===== src/rtl/prog_fetch.sv =====
// Instruction-fetch sequencer for the PROG ROM: owns the PC, reads 1- or 2-byte
// instructions through a 1-cycle synchronous ROM and presents them on a valid/ready port.
module prog_fetch #(
    parameter int unsigned    AW       = 8,
    parameter int unsigned    DW       = 8,
    parameter logic [AW-1:0]  RESET_PC = '0
) (
    input  logic          clk,
    input  logic          rst_n,
    input  logic          start,
    input  logic          halt,
    input  logic          jump_req,
    input  logic [AW-1:0] jump_addr,
    output logic [AW-1:0] prog_addr,
    input  logic [DW-1:0] prog_data,
    output logic          ins_valid,
    input  logic          ins_ready,
    output logic [DW-1:0] ins_opcode,
    output logic [DW-1:0] ins_operand,
    output logic          ins_two,
    output logic [AW-1:0] ins_pc,
    output logic          halted
);

    typedef enum logic [2:0] {
        S_IDLE,
        S_OP_REQ,
        S_OP_CAP,
        S_ARG_CAP,
        S_HOLD
    } state_t;

    state_t        state;
    logic [AW-1:0] pc;
    logic [AW-1:0] pc_plus1;
    logic [AW-1:0] pc_step;
    logic          op_is_two;

    assign pc_plus1  = pc + AW'(1);
    assign pc_step   = ins_two ? AW'(2) : AW'(1);
    assign op_is_two = prog_data[DW-1];

    // While the opcode is being captured, the operand read is already issued at pc+1
    // (wraps to 0 at the top of the ROM); every other state addresses the opcode.
    assign prog_addr = (state == S_OP_CAP) ? pc_plus1 : pc;

    // Fetch FSM; priority: halt > jump > handshake > sequencing.
    always_ff @(posedge clk or negedge rst_n) begin
        if (!rst_n) begin
            state       <= S_IDLE;
            pc          <= RESET_PC;
            ins_valid   <= 1'b0;
            ins_opcode  <= '0;
            ins_operand <= '0;
            ins_two     <= 1'b0;
            ins_pc      <= '0;
            halted      <= 1'b1;
        end else if (halt) begin
            state     <= S_IDLE;
            ins_valid <= 1'b0;
            halted    <= 1'b1;
        end else if (jump_req && (state != S_IDLE)) begin
            // Discards any partial or held instruction; a same-cycle handshake still counts.
            state     <= S_OP_REQ;
            pc        <= jump_addr;
            ins_valid <= 1'b0;
        end else begin
            case (state)
                S_IDLE: begin
                    if (start) begin
                        state  <= S_OP_REQ;
                        pc     <= RESET_PC;
                        halted <= 1'b0;
                    end
                end
                S_OP_REQ: begin
                    state <= S_OP_CAP;
                end
                S_OP_CAP: begin
                    ins_opcode <= prog_data;
                    ins_pc     <= pc;
                    ins_two    <= op_is_two;
                    if (op_is_two) begin
                        state <= S_ARG_CAP;
                    end else begin
                        ins_operand <= '0;
                        ins_valid   <= 1'b1;
                        state       <= S_HOLD;
                    end
                end
                S_ARG_CAP: begin
                    ins_operand <= prog_data;
                    ins_valid   <= 1'b1;
                    state       <= S_HOLD;
                end
                S_HOLD: begin
                    if (ins_ready) begin
                        pc        <= pc + pc_step;
                        ins_valid <= 1'b0;
                        state     <= S_OP_REQ;
                    end
                end
                default: begin
                    state     <= S_IDLE;
                    ins_valid <= 1'b0;
                    halted    <= 1'b1;
                end
            endcase
        end
    end

endmodule


===== config.mk =====
export PLATFORM = sky130hd
export DESIGN_NAME = prog_fetch
export DESIGN_NICKNAME = d
export VERILOG_FILES = /design/src/rtl/prog_fetch.sv
export SDC_FILE = /design/constraint.sdc
export NUM_CORES = 1
export LEC_CHECK = 0
export ABC_AREA = 1
export ABC_CLOCK_PERIOD_IN_PS = 5200
export CAP_MARGIN = 40
export CORE_MARGIN = 2
export CORE_UTILIZATION = 50
export DETAILED_ROUTE_END_ITERATION = 10
export GPL_TIMING_DRIVEN = 0
export PLACE_DENSITY = 0.89
export SYNTH_ARGS = -nofsm -noshare
export SYNTH_HDL_FRONTEND = slang
export SYNTH_SLANG_ARGS = --single-unit

===== constraint.sdc =====
create_clock -name clk -period 5.2 [get_ports clk]
set_clock_uncertainty 0.2 [all_clocks]
set_input_delay 0.52 -clock clk [delete_from_list [all_inputs] [get_ports clk]]
set_output_delay 0.52 -clock clk [all_outputs]
set_load 0.05 [all_outputs]

==> impl_metrics.ini <==
[layout]
layout_commonest_cell = nand2_1
final_layout_size_suffix_gt1_share_pct = 11.9
areaGrowthSynthToFinish_pct = 35.9
final_area_sq_um = 2730
diodes = 0
fillers = 329
nNetsFinal = 338
layout_common_cells = 89 x nand2_1, 55 x clkdlybuf4s50_1, 36 x dfrtp_1

[clocking]
cts_buffers = 5
clkTransAtPathRegs_ns = 0.07
cts_resized = 0
clock_latency_ns = 0.30
cts_hold_buf = 0
cts_root_buf = clkbuf_8
cts_tree = done
cts_max_level = 2
post_cts_buffers = 0
clk_path_buf_depth = 2
cts_num_sinks = 37

[synth]
yosysSeqAreaShare_pct = 46.1
ys_types = 27
synth_cells = 249
async_flop_share_pct = 100
yosysTopAreaCellShare_pct = 44.8
synthTopCellsByArea = dfrtp_1 45%, nand2_1 17%, nand3_1 6.5%
ys_warn_count = 0
synth_nets = 275
synthFlopType = dfrtp_1
synth_edf_count = 0
syn-cell-area_sq_um = 2010
syn_avg_cell_area_sq_um = 8.08
ys_ff_latch = 37
post-synth-top-area-cell = dfrtp_1

[hold_path]
hp-class = in -> async

[worst_setup_path]
worst-path-max-fanout = 8
start_kind = register
critical_path_class = reg -> out
cp_data_arrival_time_ns = 2.55
required_ns = 4.48
crit_path_end_kind = output pin

[pwr]
cellInternalPower_uw = 768
p_per_area_nw_per_um2 = 528
ir_worst_vdd_mv = 0.325
switching_share_pct = 46.8
clock_power_share_pct = 16.8
power_frac_comb_pct = 52.4
power.leakage_uw = 0.00137
seq_power_share_pct = 30.8
switching_power_uw = 675

[place]
dpl.hpwl_mm = 3.58
io_buffer_count = 56
placed_area_sq_um = 2630
gp_congestion = 0.842

[detailed_routing]
drt-total-wl_mm = 4.71
drtAntennaViolNets = 0
wl_per_cell_um = 13.0
drt-vias-per-instance = 5.03
first_pass_iters = 4
vias = 1821
drt_iter0_drc = 155
drc_errors = 0

[run]
maxCapViolations = 0

[die]
core-area_sq_um = 3940
io_pins = 57
initial_core_util_pct = 51.0
die_y_um = 67.4
core.rowCount = 23
dieArea_sq_um = 4540
die_w_um = 67.4

[sta]
slew_headroom_pct = 44.6
period_share_pct = 62.8
tightestPinTransition_ns = 0.831
final-setup-viol-count = 0
period_minus_slack_ns = 3.27
rsz0062_at_grt = no
hold_viol = 0
timing.fmax_mhz = 306
setup_tns_ns = 0
finalMaxSlewViolations = 0

[global_route]
grt_pass1_vias = 1658
grt_pass1_wl_mm = 7.52
grt_max_degree = 38
grt-ovfl-total = 0
grt_antenna_before_repair = 0
grt_usage_pct = 22.7

[outcome]
status = finished clean
==> kinds of logic after synthesis <==
| family | synth area share, % |
|---|---|
| xor+xnor | 3.05 |
| buf+inv | 7.47 |
| compound gates | 8.34 |
| simple gates | 32.2 |
| flops | 46.1 |
| fa+ha+maj | 2.86 |
==> Yosys cell counts, types with 2 or more instances <==
library cell / instances
nor2_1: 14
inv_1: 25
nand2_4: 3
buf_4: 2
nor3_1: 2
buf_6: 2
nand2_1: 89
nand3_2: 2
o21ai_0: 8
nand2_2: 3
inv_2: 2
dfrtp_1: 36
ha_1: 3
xor2_1: 7
a21oi_1: 7
o21ai_2: 8
nand3_1: 26
==> metal layers <==
metal,GRT usage [%],vias up,wire [um]
met5,0,-,0
met4,8.42,0,92
met3,6.50,12,247
met2,39.6,52,2470
met1,26.5,850,1900
li1,-,907,-
==> worst max-delay path: stages, from the launching register on <==
cell and delay [ns]:
dfrtp_1 0.46, inv_2 0.14, nand3_2 0.25, nor2_1 0.30, nand3_1 0.12, xor2_1 0.16
clkdlybuf4s50_1 0.82
==> registers in the layout (all words and copies together), names as in the netlist <==
name         cells
ins_operand      8
state            3
halted           1
ins_pc           8
pc               8
ins_opcode       7
ins_valid        1
ins_two          1
==> final cells by class <==
class	count	area [sq um]	share of cell area, %
plain buffers	5	42.5	1.56
clock buffers	5	68.8	2.52
clock inverters	2	35.0	1.28
inverters	28	108	3.94
multi-input cells	179	933	34.2
flip-flops and latches	37	927	33.9
well taps	50	62.6	2.29
repair buffers	56	556	20.3
==> stage by stage <==
stage	util, %	setup slack (ns)	hold slack (ns)	total power (uW)	cells
floorplan	-	2.64	0.0244	946	249
global placement	66.8	2.27	0.255	1190	355
detailed placement	66.7	2.23	0.258	1210	355
CTS	69.3	1.90	0.137	1450	362
global route	69.3	1.74	0.171	1510	362
finish	69.3	1.93	0.106	1440	362
==> power by group through the flow <==
stage	Sequential [uW]	Combinational (uW)	Clock (uW)
after floorplan	724	222	0
after global placement	446	746	0
after detailed placement	448	761	0
after CTS	444	763	246
after global routing	457	801	257
final	444	756	243
==> path summary, 6_finish.rpt <==
path | slack (ns) | endpoint | from | depth (start not counted)
max | 1.93 | prog_addr[4] | state[2] | 6
min | 0.11 | ins_pc[5] | rst_n | 1
max reg2reg | 3.20 | pc[6] | ins_two | 10
min reg2reg | 0.27 | ins_operand[6] | ins_operand[6] | 2
max in group asynchronous | 4.15 | ins_operand[4] | rst_n | 1
min in group clk | 0.27 | ins_operand[6] | ins_operand[6] | 2
Note: power is estimated with default switching activity, not from simulation.
